$ cat config.mk
export PLATFORM = sky130hd
export DESIGN_NAME = vec3_div_scalar
export DESIGN_NICKNAME = d
export VERILOG_FILES = /design/src/rtl/vec3_div_scalar.sv
export SDC_FILE = /design/constraint.sdc
export NUM_CORES = 1
export LEC_CHECK = 0
export CAP_MARGIN = 20
export CORE_UTILIZATION = 45
export CTS_BUF_LIST = sky130_fd_sc_hd__clkbuf_2
export DETAILED_ROUTE_END_ITERATION = 10
export GPL_TIMING_DRIVEN = 0
export MAX_ROUTING_LAYER = met4
export PLACE_DENSITY_LB_ADDON = 0.15
export SYNTH_ARGS = -nofsm -noshare
export SYNTH_HDL_FRONTEND = slang
export SYNTH_SLANG_ARGS = --single-unit
$ cat constraint.sdc
create_clock -name clk -period 10.5 [get_ports clk]
set_clock_uncertainty 0.05 [all_clocks]
set_input_delay 1.05 -clock clk [delete_from_list [all_inputs] [get_ports clk]]
set_output_delay 1.05 -clock clk [all_outputs]
set_load 0.02 [all_outputs]
$ cat src/rtl/vec3_div_scalar.sv
// vec3_div_scalar: divides each component of a signed fixed-point vec3 by one
// signed scalar using three lockstep radix-2 restoring dividers.
// Result per component is trunc((a << FRAC_BITS) / s), saturated to WORD_WIDTH.
module vec3_div_scalar #(
  parameter int unsigned WORD_WIDTH = 32,
  parameter int unsigned FRAC_BITS  = 16
) (
  input  logic                    clk,
  input  logic                    rst,
  input  logic                    in_valid,
  output logic                    in_ready,
  input  logic [3*WORD_WIDTH-1:0] in_vec,
  input  logic [WORD_WIDTH-1:0]   in_s,
  output logic                    out_valid,
  input  logic                    out_ready,
  output logic [3*WORD_WIDTH-1:0] out_vec,
  output logic                    div_by_zero,
  output logic [2:0]              overflow
);

  localparam int unsigned W  = WORD_WIDTH;
  localparam int unsigned QW = WORD_WIDTH + FRAC_BITS;
  localparam int unsigned CW = $clog2(QW);

  // Largest representable positive / negative magnitudes, in quotient width
  localparam logic [QW-1:0] POS_LIM = {{(FRAC_BITS + 1){1'b0}}, {(W - 1){1'b1}}};
  localparam logic [QW-1:0] NEG_LIM = {{FRAC_BITS{1'b0}}, 1'b1, {(W - 1){1'b0}}};
  localparam logic [W-1:0]  W_MAX   = {1'b0, {(W - 1){1'b1}}};
  localparam logic [W-1:0]  W_MIN   = {1'b1, {(W - 1){1'b0}}};

  typedef enum logic [1:0] {IDLE, DIV, FIX, DONE} state_t;

  state_t          state;
  logic [CW-1:0]   cnt;
  logic [W-1:0]    dvsr;
  logic            dz;
  logic [QW-1:0]   qd  [3];
  logic [W-1:0]    rem [3];
  logic [2:0]      q_neg;
  logic [2:0]      a_neg;
  logic [2:0]      a_nz;

  logic            accept;
  logic [W-1:0]    a_mag   [3];
  logic [W:0]      trial   [3];
  logic [2:0]      ge;
  logic [W-1:0]    rem_nxt [3];
  logic [QW-1:0]   qd_nxt  [3];
  logic [3*W-1:0]  res_vec;
  logic [2:0]      res_ovf;

  // Ready only in IDLE and never while reset is asserted
  assign in_ready = (state == IDLE) && !rst;
  assign accept   = in_valid && in_ready;

  // Operand magnitudes; the most negative word maps to 2^(W-1) exactly
  always_comb begin
    for (int k = 0; k < 3; k++) begin
      a_mag[k] = in_vec[k*W + W - 1] ? (W'(0) - in_vec[k*W +: W]) : in_vec[k*W +: W];
    end
  end

  // One restoring step per component: shift in next dividend bit, trial subtract
  always_comb begin
    ge = '0;
    for (int k = 0; k < 3; k++) begin
      trial[k]   = {rem[k], qd[k][QW-1]};
      ge[k]      = (trial[k] >= {1'b0, dvsr});
      rem_nxt[k] = ge[k] ? W'(trial[k] - {1'b0, dvsr}) : W'(trial[k]);
      qd_nxt[k]  = {qd[k][QW-2:0], ge[k]};
    end
  end

  // Sign application, saturation and divide-by-zero override
  always_comb begin
    res_vec = '0;
    res_ovf = '0;
    for (int k = 0; k < 3; k++) begin
      if (dz) begin
        if (a_nz[k]) res_vec[k*W +: W] = a_neg[k] ? W_MIN : W_MAX;
      end else if (q_neg[k] && (qd[k] != '0)) begin
        if (qd[k] > NEG_LIM) begin
          res_vec[k*W +: W] = W_MIN;
          res_ovf[k]        = 1'b1;
        end else begin
          res_vec[k*W +: W] = W'(0) - qd[k][W-1:0];
        end
      end else if (qd[k] > POS_LIM) begin
        res_vec[k*W +: W] = W_MAX;
        res_ovf[k]        = 1'b1;
      end else begin
        res_vec[k*W +: W] = qd[k][W-1:0];
      end
    end
  end

  // Divider datapath: load on accept, iterate while in DIV
  always_ff @(posedge clk) begin
    if (accept) begin
      dvsr <= in_s[W-1] ? (W'(0) - in_s) : in_s;
      dz   <= (in_s == '0);
      for (int k = 0; k < 3; k++) begin
        qd[k]    <= {a_mag[k], {FRAC_BITS{1'b0}}};
        rem[k]   <= '0;
        a_neg[k] <= in_vec[k*W + W - 1];
        a_nz[k]  <= (in_vec[k*W +: W] != '0);
        q_neg[k] <= in_vec[k*W + W - 1] ^ in_s[W-1];
      end
    end else if (state == DIV) begin
      for (int k = 0; k < 3; k++) begin
        qd[k]  <= qd_nxt[k];
        rem[k] <= rem_nxt[k];
      end
    end
  end

  // Control FSM with registered result and flags
  always_ff @(posedge clk) begin
    if (rst) begin
      state       <= IDLE;
      cnt         <= '0;
      out_valid   <= 1'b0;
      out_vec     <= '0;
      div_by_zero <= 1'b0;
      overflow    <= '0;
    end else begin
      case (state)
        IDLE: begin
          if (accept) begin
            cnt   <= CW'(QW - 1);
            state <= DIV;
          end
        end
        DIV: begin
          if (cnt == '0) state <= FIX;
          else           cnt   <= cnt - CW'(1);
        end
        FIX: begin
          out_vec     <= res_vec;
          overflow    <= dz ? 3'b000 : res_ovf;
          div_by_zero <= dz;
          state       <= DONE;
        end
        DONE: begin
          if (!out_valid) begin
            out_valid <= 1'b1;
          end else if (out_ready) begin
            out_valid <= 1'b0;
            state     <= IDLE;
          end
        end
        default: state <= IDLE;
      endcase
    end
  end

endmodule
**Word-level counts from Yosys, hierarchy flattened**

Memory sizes are Yosys's and may differ from the RTL's.
Cells that the tools add are included.

- Add/sub/neg operators: 11
- Multiply operators: 0
- Div/mod/pow operators: 0
- $lt $le $gt $ge: 9
- Equality and inequality tests: 8
- Shift operators: 0
- Muxes and demuxes: 56
- Bitwise logic cells: 9
- Reduce and logical (&&, ||, !) cells: 18

Operators by type and width:

| operator | count |
|---|---|
| two-way mux 32 bit | 27 |
| subtractor 1 x 32 -> 32 bit, first input constant | 7 |
| > comparator 48 x 31 -> 1 bit, second input constant | 3 |
| > comparator 48 x 32 -> 1 bit, second input constant | 3 |
| two-way mux 48 bit | 3 |
| nonzero test 48 bit | 3 |
| greater-or-equal comparator 33 x 32 -> 1 bit | 3 |
| nonzero test 32 bit | 3 |
| subtractor 32 bit | 3 |
| logical NOT 32 bit | 1 |
| two-way mux 31 bit | 1 |
| two-way mux 1 bit | 16 |
| two-way mux 6 bit | 2 |
| case mux 6 bit (2 select lines) | 1 |
| two-way mux 2 bit | 4 |
| != test 2 bit, second input constant | 4 |
| case mux 2 bit (4 select lines) | 1 |
| logical NOT 6 bit | 1 |
| bitwise OR 1 bit | 6 |
| subtractor 6 x 1 -> 6 bit, second input constant | 1 |
| logical AND 1 bit | 5 |
| == test 2 bit, second input constant | 2 |
| AND reduction 4 bit | 1 |
| two-way mux 3 bit | 1 |
| 7 further kinds | 9 |

- Register bits after elaboration: 151
- Bits in latches: 0
- Memory bits (writable): 240
- Bits in read-only memories: 0
- Input bits: 132
- Output and inout port bits: 102
- Logic and storage cells: 125
- Memories kept: 2

Memory list:

| memory | words | width | read ports | clocked after Yosys merged registers in | write ports | RTL line | source |
|---|---|---|---|---|---|---|---|
| qd | 3 | 48 | 3 | 0 | 3 | 37 | `logic [QW-1:0] qd [3];` |
| rem | 3 | 32 | 3 | 0 | 3 | 38 | `logic [W-1:0] rem [3];` |

**Depth between registers and ports, before layout**

Gate-level depths: netlist (run 1).

- Depth after elaboration: 6
- Gate-level depth with buffers: 14
- Gate-level depth less buffers: 12

**Least setup slack after synthesis (run 1)**

No wires, ideal clock.

- Path type: reg2reg
- Start: reg state[1]
- End: mem qd[0][0] (netlist bit) (enable)
- Library setup time: 1858 ps
- Arrival time: 5662 ps
- Required time: 8592 ps
- Slack: 2930 ps
- Stages on the path, launching flop included: 9
- Path buffers: 4
- Period minus slack after synthesis: 7570 ps
- Path through: dfxtp_1 inv_1 ha_1 clkbuf_1 inv_1 clkbuf_1 clkbuf_1 buf_1 nand2_1

RTL lines:

| item | RTL line | source |
|---|---|---|
| start, declared | 33 | `state_t state;` |
| start signal, assigned | 120 | `state <= IDLE;` |
| start signal, assigned | 131 | `state <= DIV;` |
| start signal, assigned | 135 | `if (cnt == '0) state <= FIX;` |
| end, declared | 37 |  |

==> results of run 1 <==
-- path summary, 6_finish.rpt --
| check | cells past startpoint | endpoint | slack [ps] |
|---|---|---|---|
| setup reg to reg | 10 | qd[0][44] | 5300 |
| hold reg to reg | 2 | out_vec[27] | 430 |
| setup / recovery | 10 | qd[0][44] | 5300 |
| hold / removal | 2 | out_vec[27] | 430 |
-- final cells by class --
cell class / count / area, sq um
tap: 756 / 946
antenna: 1 / 2.50
clock buffer: 135 / 676
timing repair buffer: 241 / 2490
clock inverter: 53 / 251
inverter: 88 / 330
fill: 5370 / 26300
buffer: 158 / 608
multi-input combinational: 2264 / 14400
sequential: 391 / 10700
-- state kept, by name, indices dropped and copies added (netlist names) --
name / cells
qd: 144
div_by_zero: 1
rem: 96
out_vec: 96
a_nz: 3
q_neg: 3
dz: 1
dvsr: 32
state: 2
cnt: 6
out_valid: 1
overflow: 3
a_neg: 3
-- synth_stat cells (64+ instances only) --
| cell | number |
|---|---|
| xor2_1 | 111 |
| nand2_1 | 278 |
| dfxtp_1 | 109 |
| xnor2_1 | 96 |
| nor2_1 | 257 |
| ha_1 | 110 |
| mux2i_1 | 64 |
| a21o_1 | 73 |
| clkbuf_1 | 133 |
| o21ai_0 | 244 |
| inv_1 | 88 |
| a21oi_1 | 240 |
| nor3_1 | 73 |
| edfxtp_1 | 282 |
-- worst max-delay path, cell delays in order, from the launching register on --
cell	delay [ps]
dfxtp_1	390
inv_1	100
ha_1	180
clkbuf_1	380
inv_1	300
clkbuf_1	760
clkbuf_1	700
buf_1	700
nand2_4	530
buf_16	380
buf_16	250
-- metrics by stage --
step | power, mW | hold slack (ps)
floorplan | 6.14 | 418
global placement | 7.52 | 402
detailed placement | 7.49 | 408
CTS | 8.60 | 324
global route | 9.25 | 399
finish | 8.61 | 425
-- cells by family (layout without fill, tap and decap cells) --
| group | Yosys count | in the layout | synth area share, % |
|---|---|---|---|
| compound gates | 906 | 906 | 22.1 |
| xor+xnor | 207 | 207 | 6.97 |
| fa+ha+maj | 113 | 113 | 5.52 |
| buf+inv | 246 | 675 | 3.61 |
| flops | 391 | 391 | 40.9 |
| mux | 70 | 70 | 2.72 |
| other cells | 0 | 1 | 0 |
| simple gates | 968 | 968 | 18.1 |
-- per-layer routing --
layer  share of wire (%)  global-route usage, %  up-vias
met3                 6.3                   4.08      165
met5                   0                      -        -
met4                 2.9                   10.6        0
met1                  44                   37.0    11600
li1                    -                      -    11600
met2                  47                   46.1      922
-- power by group --
part           internal (mW)  switching, mW
Sequential              2.49          0.507
Combinational           1.77           2.76
Clock                  0.387          0.692
==> results.md, run 1 <==
- Slew Limit Fails: 0
- Pre-CTS worst setup slack: 5440 ps
- Max Cap Violations: 0
- Leading post-synthesis cells by cell area: edfxtp_1 (33%), dfxtp_1 (8.4%), ha_1 (5.3%)
- Vias/cell: 5.95
- CTS tree: built
- Portion of the post-synthesis area used by sequential elements: 40.9%
- Final number of setup-violating endpoints: 0
- Leakage power: 11.3 nW
- Mean area per synthesized cell: 8.97 sq um
- HPWL after detailed placement: 63500 um
- Number of synthesized register bits: 391
- Remaining Overflow, GRT: 0
- Full die area: 58800 sq um
- Detailed-router iteration count before antenna repair: 7
- Worst vdd rail ir drop: 0.113 mV
- Global routing usage summed across all routing layers: 28.8%
- Slew at the pin with the worst max-slew slack: 1110 ps
- Normalized max-slew margin: 25.7%
- Vias: 24300
- Critical path arrival: 5900 ps
- Post-CTS setup buffer count: 0
- Library cell occupying the most area in the post-synthesis netlist: edfxtp_1
- Worst min path class: flop to flop
- CTS Sinks: 391
- Wire length after detailed routing: 84200 um
- Async SR Flop Fraction: 0%
- Via count of the first global-routing pass: 23400
- Power Dens Cells: 283 nW/um^2
- Number of CTS-inserted buffers: 105
- Worst reg2reg startpoint: state[1]
- Maximum fanout encountered on the critical timing path: 64
- Hold Violations, Final: 0
- Root buffer cell: clkbuf_2
- Buffers added on ports: 232
- Post-DRT Antenna Nets: 0
- Placement Cell Area: 29500 sq um
- Run status: completed
- Minimum period implied by the final worst setup slack: 5200 ps
- # nets final: 3494
- Critical path class: flop to flop
- Number of nets produced by synthesis: 3146
- Total DRC errors in the routed layout: 0
- Area Growth Syn to Fin: 16.8%
- Die boundary height: 242 um
- Cells after DPL: 3897
- Std-Cell Core Area: 56700 sq um
- Synthesized instance count: 2901
- Count of unique library cells instantiated by Yosys: 84
- Clk Latency, worst-skew pair: 1160 ps
- Number of buffers inserted for hold repair after clock tree synthesis: 0
- Initial antenna violation count: 1
- Setup crit start kind: flop
- Number of top-level pins: 234
- Maximum operating frequency: 192 MHz
- Non-Filler Cell Area, Final: 30400 sq um
- First-pass GRT wire length: 130000 um
- Number of buffers between clock root and the deepest sink: 3
- Clk slew on worst S/H paths: 90 ps
- Initial DRC count: 2101
- Post-route clock period utilization: 49.5%
- Data required time at the worst endpoint: 11210 ps
- Maximum number of pins on one net before global-route repair: 65
- Post-synthesis instance area: 26000 sq um
- Count of H-tree levels built during CTS: 3
- Post-CTS Resized: 0
- Kind of capture point of the worst setup path: flop
- Number of enable-type register cells in the synthesized netlist: 282
- Share of post-route cells with drive strength above 1: 6.76%
- Unrepaired setup endpoints after global routing: no
- Cell Count, Final, Fillers Out: 4087
- Most frequent cells in the layout: edfxtp_1 (282), nand2_1 (277), nor2_1 (257)
- Initial core utilization: 45.9%
- Count of warnings emitted by yosys: 0
- Gp weighted congestion: 0.938
- Avg WL per Cell: 20.6 um
- Final TNS setup: 0 ps
- Most common cell after layout, fill and taps aside: edfxtp_1
- Startpoint of the worst hold path: out_vec[27]
- Synth top area share: 32.5%
- Beginning of the critical path: state[1]
- Post-route worst setup slack: 5300 ps
- Die width: 242 um
- Commonest register cell after synthesis: edfxtp_1
- Final Util: 53.6%
- Site Rows: 87
No activity file was read; power rests on OpenSTA's default activity.
==> run 2: changes to the inputs <==
==> constraint.sdc (replaced) <==
create_clock -name clk -period 5.3 [get_ports clk]
set_clock_uncertainty 0.05 [all_clocks]
set_input_delay 0.53 -clock clk [delete_from_list [all_inputs] [get_ports clk]]
set_output_delay 0.53 -clock clk [all_outputs]
set_load 0.02 [all_outputs]
==> results.md, run 2 (synthesis results as in run 1) <==
- Run status: completed
- Total DRC errors in the routed layout: 0 (unchanged)
- Leakage power: 11.4 nW (+1.0%)
- Most common cell after layout, fill and taps aside: edfxtp_1
- CTS tree: built
- Worst path max stage delay: 590 ps (-170 ps)
- Number of buffers between clock root and the deepest sink: 3 (unchanged)
- Area Growth Syn to Fin: 17.8%
- Die width: 242 um (unchanged)
- Root buffer cell: clkbuf_2
- Initial core utilization: 45.9% (unchanged)
- Pre-CTS worst setup slack: -146 ps (-5590 ps)
- Final number of setup-violating endpoints: 0 (unchanged)
- Final Util: 54.1% (+0.47 points)
- Share of post-route cells with drive strength above 1: 6.85% (+0.095 points)
- Hold Violations, Final: 0 (unchanged)
- Unrepaired setup endpoints after global routing: no
- # nets final: 3515 (+0.60%)
- Setup crit start kind: flop
- Number of buffer and inverter instances along the worst setup path: 7 (-1)
- Full die area: 58800 sq um (unchanged)
- Post-CTS setup buffer count: 0 (unchanged)
- Post-layout total power: 17.1 mW (+99%)
- Number of top-level pins: 234 (unchanged)
- Clk slew on worst S/H paths: 100 ps (about the same)
- Slew at the pin with the worst max-slew slack: 1080 ps (-29.9 ps)
- Vias/cell: 5.94 (-0.15%)
- Sequence of cells on the critical path: inv_1, ha_1, clkbuf_1, inv_1, clkbuf_1, clkbuf_2, nand2_8, buf_16, buf_16
- Remaining Overflow, GRT: 0 (unchanged)
- Initial antenna violation count: 1 (unchanged)
- Worst min path class: input pin to flop
- Area of combinational cells with multiple inputs: 14500 sq um (+0.14%)
- Fill cell total of the finished layout: 5260 (-2.0%)
- Count of H-tree levels built during CTS: 3 (unchanged)
- Max reg flops: 144 (unchanged)
- Non-Filler Cell Area, Final: 30700 sq um (+0.87%)
- Power Dens Cells: 559 nW/um^2 (+97%)
- Normalized max-slew margin: 27.7% (+2.0 points)
- Max Cap Violations: 0 (unchanged)
- Wire length after detailed routing: 84600 um (+0.53%)
- Sequential cell area: 10700 sq um (unchanged)
- CTS Sinks: 391 (unchanged)
- Via count of the first global-routing pass: 23700 (+1.4%)
- Post-DRT Antenna Nets: 0 (unchanged)
- Vias: 24400 (+0.56%)
- Slew Limit Fails: 0 (unchanged)
- Top Registers: qd: 144 flops, out_vec: 96 flops, rem: 96 flops
- Die boundary height: 242 um (unchanged)
- Hold_ws: 144 ps (-281 ps)
- Clk Latency, worst-skew pair: 1140 ps (-20 ps)
- Number of CTS-inserted buffers: 105 (unchanged)
- Maximum number of pins on one net before global-route repair: 104 (+60%)
- Critical-path top delay cell: inv_1
- Maximum operating frequency: 215 MHz (+12%)
- Worst vdd rail ir drop: 0.372 mV (+230%)
- Site Rows: 87 (unchanged)
- Placement Cell Area: 29400 sq um (-0.13%)
- Minimum period implied by the final worst setup slack: 4660 ps (-538 ps)
- Critical path class: flop to flop
- CP delay by family, top: buffers and inverters
- Kind of capture point of the worst setup path: flop
- Critical path arrival: 5310 ps (-590 ps)
- Std-Cell Core Area: 56700 sq um (unchanged)
- Avg WL per Cell: 20.6 um (-0.18%)
- Detailed-router iteration count before antenna repair: 6 (-1)
- First-pass GRT wire length: 131000 um (+1.3%)
- Buffers added on ports: 232 (unchanged)
- Global routing usage summed across all routing layers: 29.0% (+0.24 points)
- Post-route worst setup slack: 642 ps (-4660 ps)
- Initial DRC count: 2105 (+0.19%)
- HPWL after detailed placement: 63100 um (-0.59%)
- Most frequent cells in the layout: edfxtp_1 (282), nand2_1 (277), nor2_1 (257)
- Data required time at the worst endpoint: 5950 ps (-5260 ps)
- Largest reg by FF count: qd
- Post-route clock period utilization: 87.9% (+38 points)
- Maximum fanout encountered on the critical timing path: 103 (+61%)
- Gp weighted congestion: 0.925 (-1.5%)
==> run 2: cell types whose count changed in the layout (fill, tap and decap cells not counted), moves of 2 or more <==
| cell | change |
|---|---|
| clkinv_2 | -9 |
| clkinv_4 | +3 |
| clkbuf_2 | +11 |
| diode_2 | +2 |
| dlygate4sd3_1 | +23 |
==> run 2: report_power, final <==
part | total [mW] | switching, mW | internal [mW]
sequential | 5.94 | 1.00 | 4.94
combinational | 8.96 | 5.48 | 3.48
clock | 2.23 | 1.37 | 0.857
total | 17.1 | 7.85 | 9.28
==> run 2: what timing repair did <==
item | in CTS | in global routing
gates cloned | 0 | 1
setup endpoints to repair | 103 | 84
pin swaps | 0 | 1
hold buffers | 23 | 0
hold endpoints to repair | 27 | 0
resized for setup | 0 | 2
==> run 2: area by class of cell <==
class | instances | share of cell area, %
Sequential cell | 391 | 34.7
Timing Repair Buffer | 262 | 8.70
Clock inverter | 49 | 0.853
Buffer | 157 | 1.98
Antenna cell | 3 | 0.0245
Tap cell | 756 | 3.08
Clock buffer | 145 | 2.37
Multi-Input combinational cell | 2265 | 47.2
Inverter | 88 | 1.08
==> run 2: per-stage QoR <==
stage                     cells  setup TNS [ps]
after global routing       4115               0
after CTS                  4111               0
final                      4116               0
after detailed placement   3895          -13750
after global placement     3889         -810960
after floorplan            2901               0
==> run 2: routing by layer <==
metal | wire length, um | GRT usage (%) | vias up | share of wire [%]
met5 | 0 | - | - | 0
met4 | 2270 | 10.1 | 0 | 2.7
met3 | 4940 | 3.77 | 153 | 5.8
met2 | 39800 | 46.2 | 902 | 47
met1 | 37600 | 37.9 | 11700 | 44
li1 | - | - | 11600 | -
==> run 2: path summary, 6_finish.rpt <==
| check | to | depth (start not counted) | slack (ps) | start |
|---|---|---|---|---|
| max | rem[0][75] | 9 | 640 | state[1] |
| min | dvsr[9] | 2 | 140 | in_s[9] |
| max reg2reg | rem[0][75] | 9 | 640 | state[1] |
| min reg2reg | out_vec[26] | 2 | 420 | out_vec[26] |
